==> src/rtl/fetch_pkg.sv <==
// Shared types and constants for the instruction fetch stage.
package fetch_pkg;

  typedef enum logic [1:0] {
    REQ  = 2'd0,
    WAIT = 2'd1,
    HOLD = 2'd2
  } fetch_state_t;

  localparam int INSTR_BYTES = 4;
  localparam logic [31:0] DEFAULT_RESET_PC = 32'h0000_0000;

endpackage

==> src/rtl/fetch_unit_pc_next_calc.sv <==
// Next-PC selection for the fetch stage: sequential or branch target,
// aligned down to a word boundary, with a flag when alignment was needed.
module pc_next_calc
  import fetch_pkg::*;
#(
  parameter int DATA_WIDTH = 32
) (
  input  logic [DATA_WIDTH-1:0] pc,
  input  logic [DATA_WIDTH-1:0] imm_op,
  input  logic                  pc_src,
  output logic [DATA_WIDTH-1:0] next_pc,
  output logic                  misaligned
);

  logic [DATA_WIDTH-1:0] raw_next;

  // Wrap-around past the top of the address space is silent by design.
  assign raw_next   = pc_src ? (pc + imm_op) : (pc + DATA_WIDTH'(INSTR_BYTES));
  assign next_pc    = {raw_next[DATA_WIDTH-1:2], 2'b00};
  assign misaligned = (raw_next[1:0] != 2'b00);

endmodule

==> src/rtl/fetch_unit.sv <==
// Instruction fetch stage: one outstanding request to a variable-latency
// instruction memory, holds the word for decode until it retires.
module fetch_unit
  import fetch_pkg::*;
#(
  parameter int                    DATA_WIDTH = 32,
  parameter logic [DATA_WIDTH-1:0] RESET_PC   = DATA_WIDTH'(DEFAULT_RESET_PC)
) (
  input  logic                  clk,
  input  logic                  rst,
  input  logic                  PCsrc,
  input  logic [DATA_WIDTH-1:0] ImmOp,
  input  logic                  stall,
  output logic                  imem_req,
  output logic [DATA_WIDTH-1:0] imem_addr,
  input  logic                  imem_ready,
  input  logic                  imem_rvalid,
  input  logic [DATA_WIDTH-1:0] imem_rdata,
  output logic [DATA_WIDTH-1:0] Instr,
  output logic                  Instr_valid,
  output logic [DATA_WIDTH-1:0] PC,
  output logic                  fetch_fault,
  output logic [31:0]           retire_count
);

  fetch_state_t          state;
  logic [DATA_WIDTH-1:0] pc_q;
  logic [DATA_WIDTH-1:0] instr_q;
  logic                  valid_q;
  logic                  fault_q;
  logic [31:0]           count_q;
  logic [DATA_WIDTH-1:0] next_pc;
  logic                  next_misaligned;

  pc_next_calc #(
    .DATA_WIDTH(DATA_WIDTH)
  ) u_pc_next_calc (
    .pc        (pc_q),
    .imm_op    (ImmOp),
    .pc_src    (PCsrc),
    .next_pc   (next_pc),
    .misaligned(next_misaligned)
  );

  // rvalid outside WAIT is dropped, which discards stale responses to
  // requests abandoned by a reset.
  always_ff @(posedge clk or posedge rst) begin
    if (rst) begin
      state   <= REQ;
      pc_q    <= RESET_PC;
      instr_q <= '0;
      valid_q <= 1'b0;
      fault_q <= 1'b0;
      count_q <= 32'd0;
    end else begin
      fault_q <= 1'b0;
      case (state)
        REQ: begin
          if (imem_ready) state <= WAIT;
        end
        WAIT: begin
          if (imem_rvalid) begin
            instr_q <= imem_rdata;
            valid_q <= 1'b1;
            state   <= HOLD;
          end
        end
        HOLD: begin
          if (!stall) begin
            pc_q    <= next_pc;
            fault_q <= next_misaligned;
            count_q <= count_q + 32'd1;
            valid_q <= 1'b0;
            state   <= REQ;
          end
        end
        default: state <= REQ;
      endcase
    end
  end

  assign imem_req     = (state == REQ);
  assign imem_addr    = pc_q;
  assign PC           = pc_q;
  assign Instr        = instr_q;
  assign Instr_valid  = valid_q;
  assign fetch_fault  = fault_q;
  assign retire_count = count_q;

endmodule

==> config.mk <==
export PLATFORM = sky130hd
export DESIGN_NAME = fetch_unit
export DESIGN_NICKNAME = d
export VERILOG_FILES = /design/src/rtl/fetch_pkg.sv /design/src/rtl/fetch_unit_pc_next_calc.sv /design/src/rtl/fetch_unit.sv
export SDC_FILE = /design/constraint.sdc
export NUM_CORES = 1
export LEC_CHECK = 0
export BUFFER_PORTS_ARGS = -buffer_cell sky130_fd_sc_hd__buf_2
export CAP_MARGIN = 20
export CORE_ASPECT_RATIO = 0.6
export CORE_MARGIN = 10
export CORE_UTILIZATION = 55
export CTS_CLUSTER_DIAMETER = 80
export CTS_CLUSTER_SIZE = 25
export DETAILED_ROUTE_END_ITERATION = 16
export GPL_TIMING_DRIVEN = 0
export PLACE_DENSITY = 0.87
export SLEW_MARGIN = 20
export SYNTH_ARGS = -nofsm -noshare
export SYNTH_HDL_FRONTEND = slang
export SYNTH_SLANG_ARGS = --single-unit
export TNS_END_PERCENT = 30
==> constraint.sdc <==
create_clock -name clk -period 7.19 [get_ports clk]
set_input_delay 1.0785 -clock clk [delete_from_list [all_inputs] [get_ports clk]]
set_output_delay 1.0785 -clock clk [all_outputs]
set_load 0.02 [all_outputs]
# Word-level counts from Yosys, hierarchy flattened
# Index checks and enable logic that the tools add are counted.
dict set report word_totals {
  regBits 98
  inputBits 70
}
dict set report op_classes {
  add_sub_neg 3
  n_eq_ne 5
  mux 10
  bitwise 1
  reduce_logical 7
}
# cell n
set op_table {}
lappend op_table {{$add 32x1->32 const B} 1}
lappend op_table {{$add 32x3->32 const B} 1}
lappend op_table {{$add 32x32->32} 1}
lappend op_table {{$mux 32} 1}
lappend op_table {{$mux 2} 3}
lappend op_table {{$pmux 2 s3} 1}
lappend op_table {{$reduce_and 3->1} 2}
lappend op_table {{$mux 1} 4}
lappend op_table {{$ne 2x2->1 const B} 2}
lappend op_table {{$reduce_and 2->1} 2}
lappend op_table {{$reduce_bool 2->1} 2}
lappend op_table {{$eq 2x1->1 const B} 1}
lappend op_table {{$eq 2x2->1 const B} 1}
lappend op_table {{$logic_not 2->1} 1}
lappend op_table {{$ne 2x1->1 const B} 1}
lappend op_table {{$pmux 1 s2} 1}
lappend op_table {{$not 1->1} 1}

# Depth between registers and ports, before layout
dict set report logic_depth {
  ltp_word 5
  ltp_mapped 13
  ltp_nobuf 12
}

# Hierarchy
# A second synthesis with hierarchy kept.
dict set report unflattened {
  hier_cells 753
  area_unflattened_um2 6826.5
}
# mod n_inst cells_each area_each_um2 seq_area_each_um2
set modules_own_cells {}
lappend modules_own_cells {fetch_unit 1 377 4277.9 2502.4}
lappend modules_own_cells {pc_next_calc 1 376 2548.7 0.0}

# Least setup slack after synthesis
# OpenSTA, ideal clock, no wires.
dict set report synth_timing {
  kind {input to register}
  startpoint {in PCsrc}
  endpoint {reg pc_q[28] (netlist: PC[28])}
  setup_ns 0.124
  arrival_time_ns 3.554
  required_ns 7.066
  path_slack_ns 3.512
  cell_stages 13
  n_path_buf 1
  cell_sequence {clkbuf_1 -> nand2b_1 -> ha_1 -> inv_1 -> fa_1 -> and2b_1 -> o2111ai_2 -> a21oi_4 -> o41ai_2 -> or4_4 -> a21oi_4 -> o21bai_1 -> a211o_1}
}
dict set report synth_between {
  elab_chain_len 1
}
# element line
set synth_rtl {}
lappend synth_rtl {{from (decl)} fetch_unit.sv:11} ;# input logic PCsrc,
lappend synth_rtl {{$mux 32} fetch_unit_pc_next_calc.sv:18} ;# assign raw_next = pc_src ? (pc + imm_op) : (pc + DATA_WIDTH'(INSTR_BYTES));
lappend synth_rtl {{to (signal assigned)} fetch_unit.sv:70} ;# pc_q <= next_pc;
lappend synth_rtl {{to (decl)} fetch_unit.sv:27} ;# logic [DATA_WIDTH-1:0] pc_q;
# Every way passes these cells.
# A chain may end at the register's enable or synchronous reset.

# Worst setup path in the final report
# Same ends and word-level chain as after synthesis.

==> run_results.csv <==
group,metric,value,unit
run_status,status,"finished clean",
floorplanning,core-area,10500,µm²
cts,cts_setup_buffers,0,
floorplanning,dieArea,15300,µm²
yosys,synthAdderAreaFrac,6.75,%
cts,clk_latency,0.34,ns
yosys,synth_top_family_by_area,"simple AND/OR/NAND/NOR gates",
power_and_ir_drop,p_leak,3.89,nW
cts,cts_buffers,9,
sta,setup_viol,0,
sta,worst_slew_pin_slew,0.630,ns
detailed_routing,vias,5135,
final_layout,area_growth,25.8,%
grt,grt_pass1_vias,5288,
cts,h-tree-depth,3,
power_and_ir_drop,ir_drop,0.227,mV
cts,cts_max_path_buffers,2,
sta,finalHoldViolations,0,
placement,port_buffers,196,
cts,tritoncts,"yes",
sta,rsz0062_at_grt,"no",
yosys,synth_compound_area_share,13.9,%
power_and_ir_drop,powerDensity,389,nW/µm²
floorplanning,ioPinCount,201,
power_and_ir_drop,power,0.00287,W
critical_path,path_max_fanout,10,
detailed_routing,wl,17000,µm
yosys,synthesis.instances,601,
critical_path,cp.required,7.42,ns
yosys,synthSimpleGateAreaFrac,16.6,%
yosys,yosys_register_bits,98,
detailed_routing,viasPerCell,5.37,
sta,drv_slew,0,
grt,track_usage,21.7,%
yosys,synthArstFlopShare,100,%
yosys,synth_commonest_cells,"98 x dfrtp_1, 76 x nand2_1, 41 x xnor2_1",
yosys,syn_area_per_cell,9.75,µm²
placement,dp.cells,941,
sta,tns,0,ns
placement,place_congestion,0.906,
yosys,yosys_warnings,0,
final_layout,nNetsFinal,914,
placement,hpwlAfterDp,13700,µm
min_path,hold_path.class,"flip-flop to flip-flop",
sta,slew_headroom,57.6,%
detailed_routing,drtIter0Drc,300,
critical_path,end_kind,"flip-flop",
detailed_routing,ant_nets,0,
floorplanning,die_h,99.9,µm
detailed_routing,route.detailed.drc,0,
yosys,syn-cell-area,5860,µm²
detailed_routing,wl_per_cell,17.8,µm
yosys,synth-xor-area-share,7.93,%
cts,ctsHoldBuffers,0,
floorplanning,rows,29,
floorplanning,fp.dieW,153,µm
yosys,yosysMostFrequentCell,"dfrtp_1",
detailed_routing,dr.pass1.iters,5,
yosys,yosysUniqueCellTypes,59,
yosys,ys_seq_area_share,41.9,%
yosys,muxShareOfSynthArea,6.49,%
sta,max_freq,252,MHz
sta,clock_skew,0.00814,ns
final_layout,insertedDiodeCount,0,
floorplanning,start_util,55.9,%
yosys,synth_top_cell_by_area,"dfrtp_1",
final_layout,final_util,70.3,%
yosys,synth_edf_count,0,
grt,overflow,0,
critical_path,start_kind,"input pin",
yosys,synth.area.top_cells,"dfrtp_1 42%, ha_1 6.4%, mux2_2 6.2%",
final_layout,layout-drive-gt1-share,35.7,%
sta,finalCritPeriodShare,55.2,%
sta,finalCriticalPeriod,3.97,ns
grt,antenna_found_initial,0,
cts,cts_root_buf,"clkbuf_16",
critical_path,crit_type,"input pin to flip-flop",
yosys,synth_flop_cell,"dfrtp_1",
grt,grt_start_max_net_pins,52,
critical_path,cp.arrival,4.20,ns
cts,post_cts_resized,0,
final_layout,nFillCells,850,
cts,clock-sinks,98,
cts,clkTransAtPathRegs,0.08,ns
grt,grt_pass1_wl,27500,µm
final_layout,fin_cells,957,
yosys,synth_top_area_share,41.9,%
job,max_cap_viol_count,0,
## routing by layer
layer | global-route usage, % | part of all wire, % | wire length [µm]
met5 | 0 | 0 | 0
met3 | 5.17 | 7.0 | 1190
met1 | 28.3 | 45 | 7730
met4 | 5.18 | 1.2 | 211
met2 | 35.7 | 46 | 7900
## flip-flops by register name, indices dropped and copies added, names as in the netlist
signal        count
Instr            32
retire_count     32
Instr_valid       1
state             2
fetch_fault       1
PC               30
## worst max-delay path, cell delays in order
cell	delay, ns
buf_2	0.11
clkbuf_1	0.40
nand2_1	0.17
fa_1	0.48
and2b_1	0.25
o2111ai_2	0.15
a21oi_4	0.21
o41ai_2	0.15
or4_4	0.59
a21oi_4	0.23
o21bai_1	0.11
a211o_1	0.26
## worst paths after layout
path	start	depth (start not counted)	endpoint	slack, ns
max	PCsrc	12	PC[28]	3.22
min	retire_count[31]	1	retire_count[31]	0.48
max reg2reg	PC[2]	11	PC[28]	4.02
min reg2reg	retire_count[31]	1	retire_count[31]	0.48
max in group asynchronous	rst	3	fetch_fault	5.84
min in group asynchronous	rst	2	Instr[10]	0.76
## final cells by class
class	count	area (µm²)	area share (%)
Tap cell	139	174	2.36
Clock inverter	6	70.1	0.951
Buffer	54	330	4.48
Multi-Input combinational cell	440	3040	41.3
Sequential cell	98	2450	33.3
Clock buffer	10	239	3.24
Inverter	12	50.0	0.679
Timing Repair Buffer	198	1010	13.8
## power by group
group | internal (W) | switching [W] | leakage, nW
clock | 0.000257 | 0.000235 | 0.152
sequential | 0.000733 | 0.000155 | 1.25
combinational | 0.000594 | 0.000894 | 2.50
total | 0.00158 | 0.00128 | 3.89
## cells by family (layout without fill, tap and decap cells)
logic type      count (synthesis)  count (layout)
compound gates                122             122
mux                            34              34
xor+xnor                       53              53
other cells                     1               4
simple gates                  196             196
buf+inv                        66             280
flops                          98              98
fa+ha+maj                      31              31
## through the flow
step | setup slack (ns) | area (µm²) | hold WS, ns
after floorplan | 3.51 | 5870 | 0.463
after global routing | 3.11 | 7370 | 0.497
after CTS | 3.28 | 7370 | 0.480
after detailed placement | 2.93 | 7060 | 0.462
after global placement | 2.52 | 7020 | 0.456
final | 3.22 | 7370 | 0.476
## layout by cell type (no fill, tap or decap), types with 9 or more instances in the layout
cell and count:
nand2_1 76, nand3_1 17, dfrtp_1 98, nand4_1 9, xor2_1 12, xnor2_1 41
nor2_1 23, ha_1 30, clkbuf_16 9, a21o_1 16, mux2_2 32, and3_1 17
a21oi_1 28, o21ai_1 10, o21ai_0 28, buf_2 197, clkbuf_1 19, inv_1 11
buf_4 34, and2_1 28
Power figures use the tool's default switching activity.
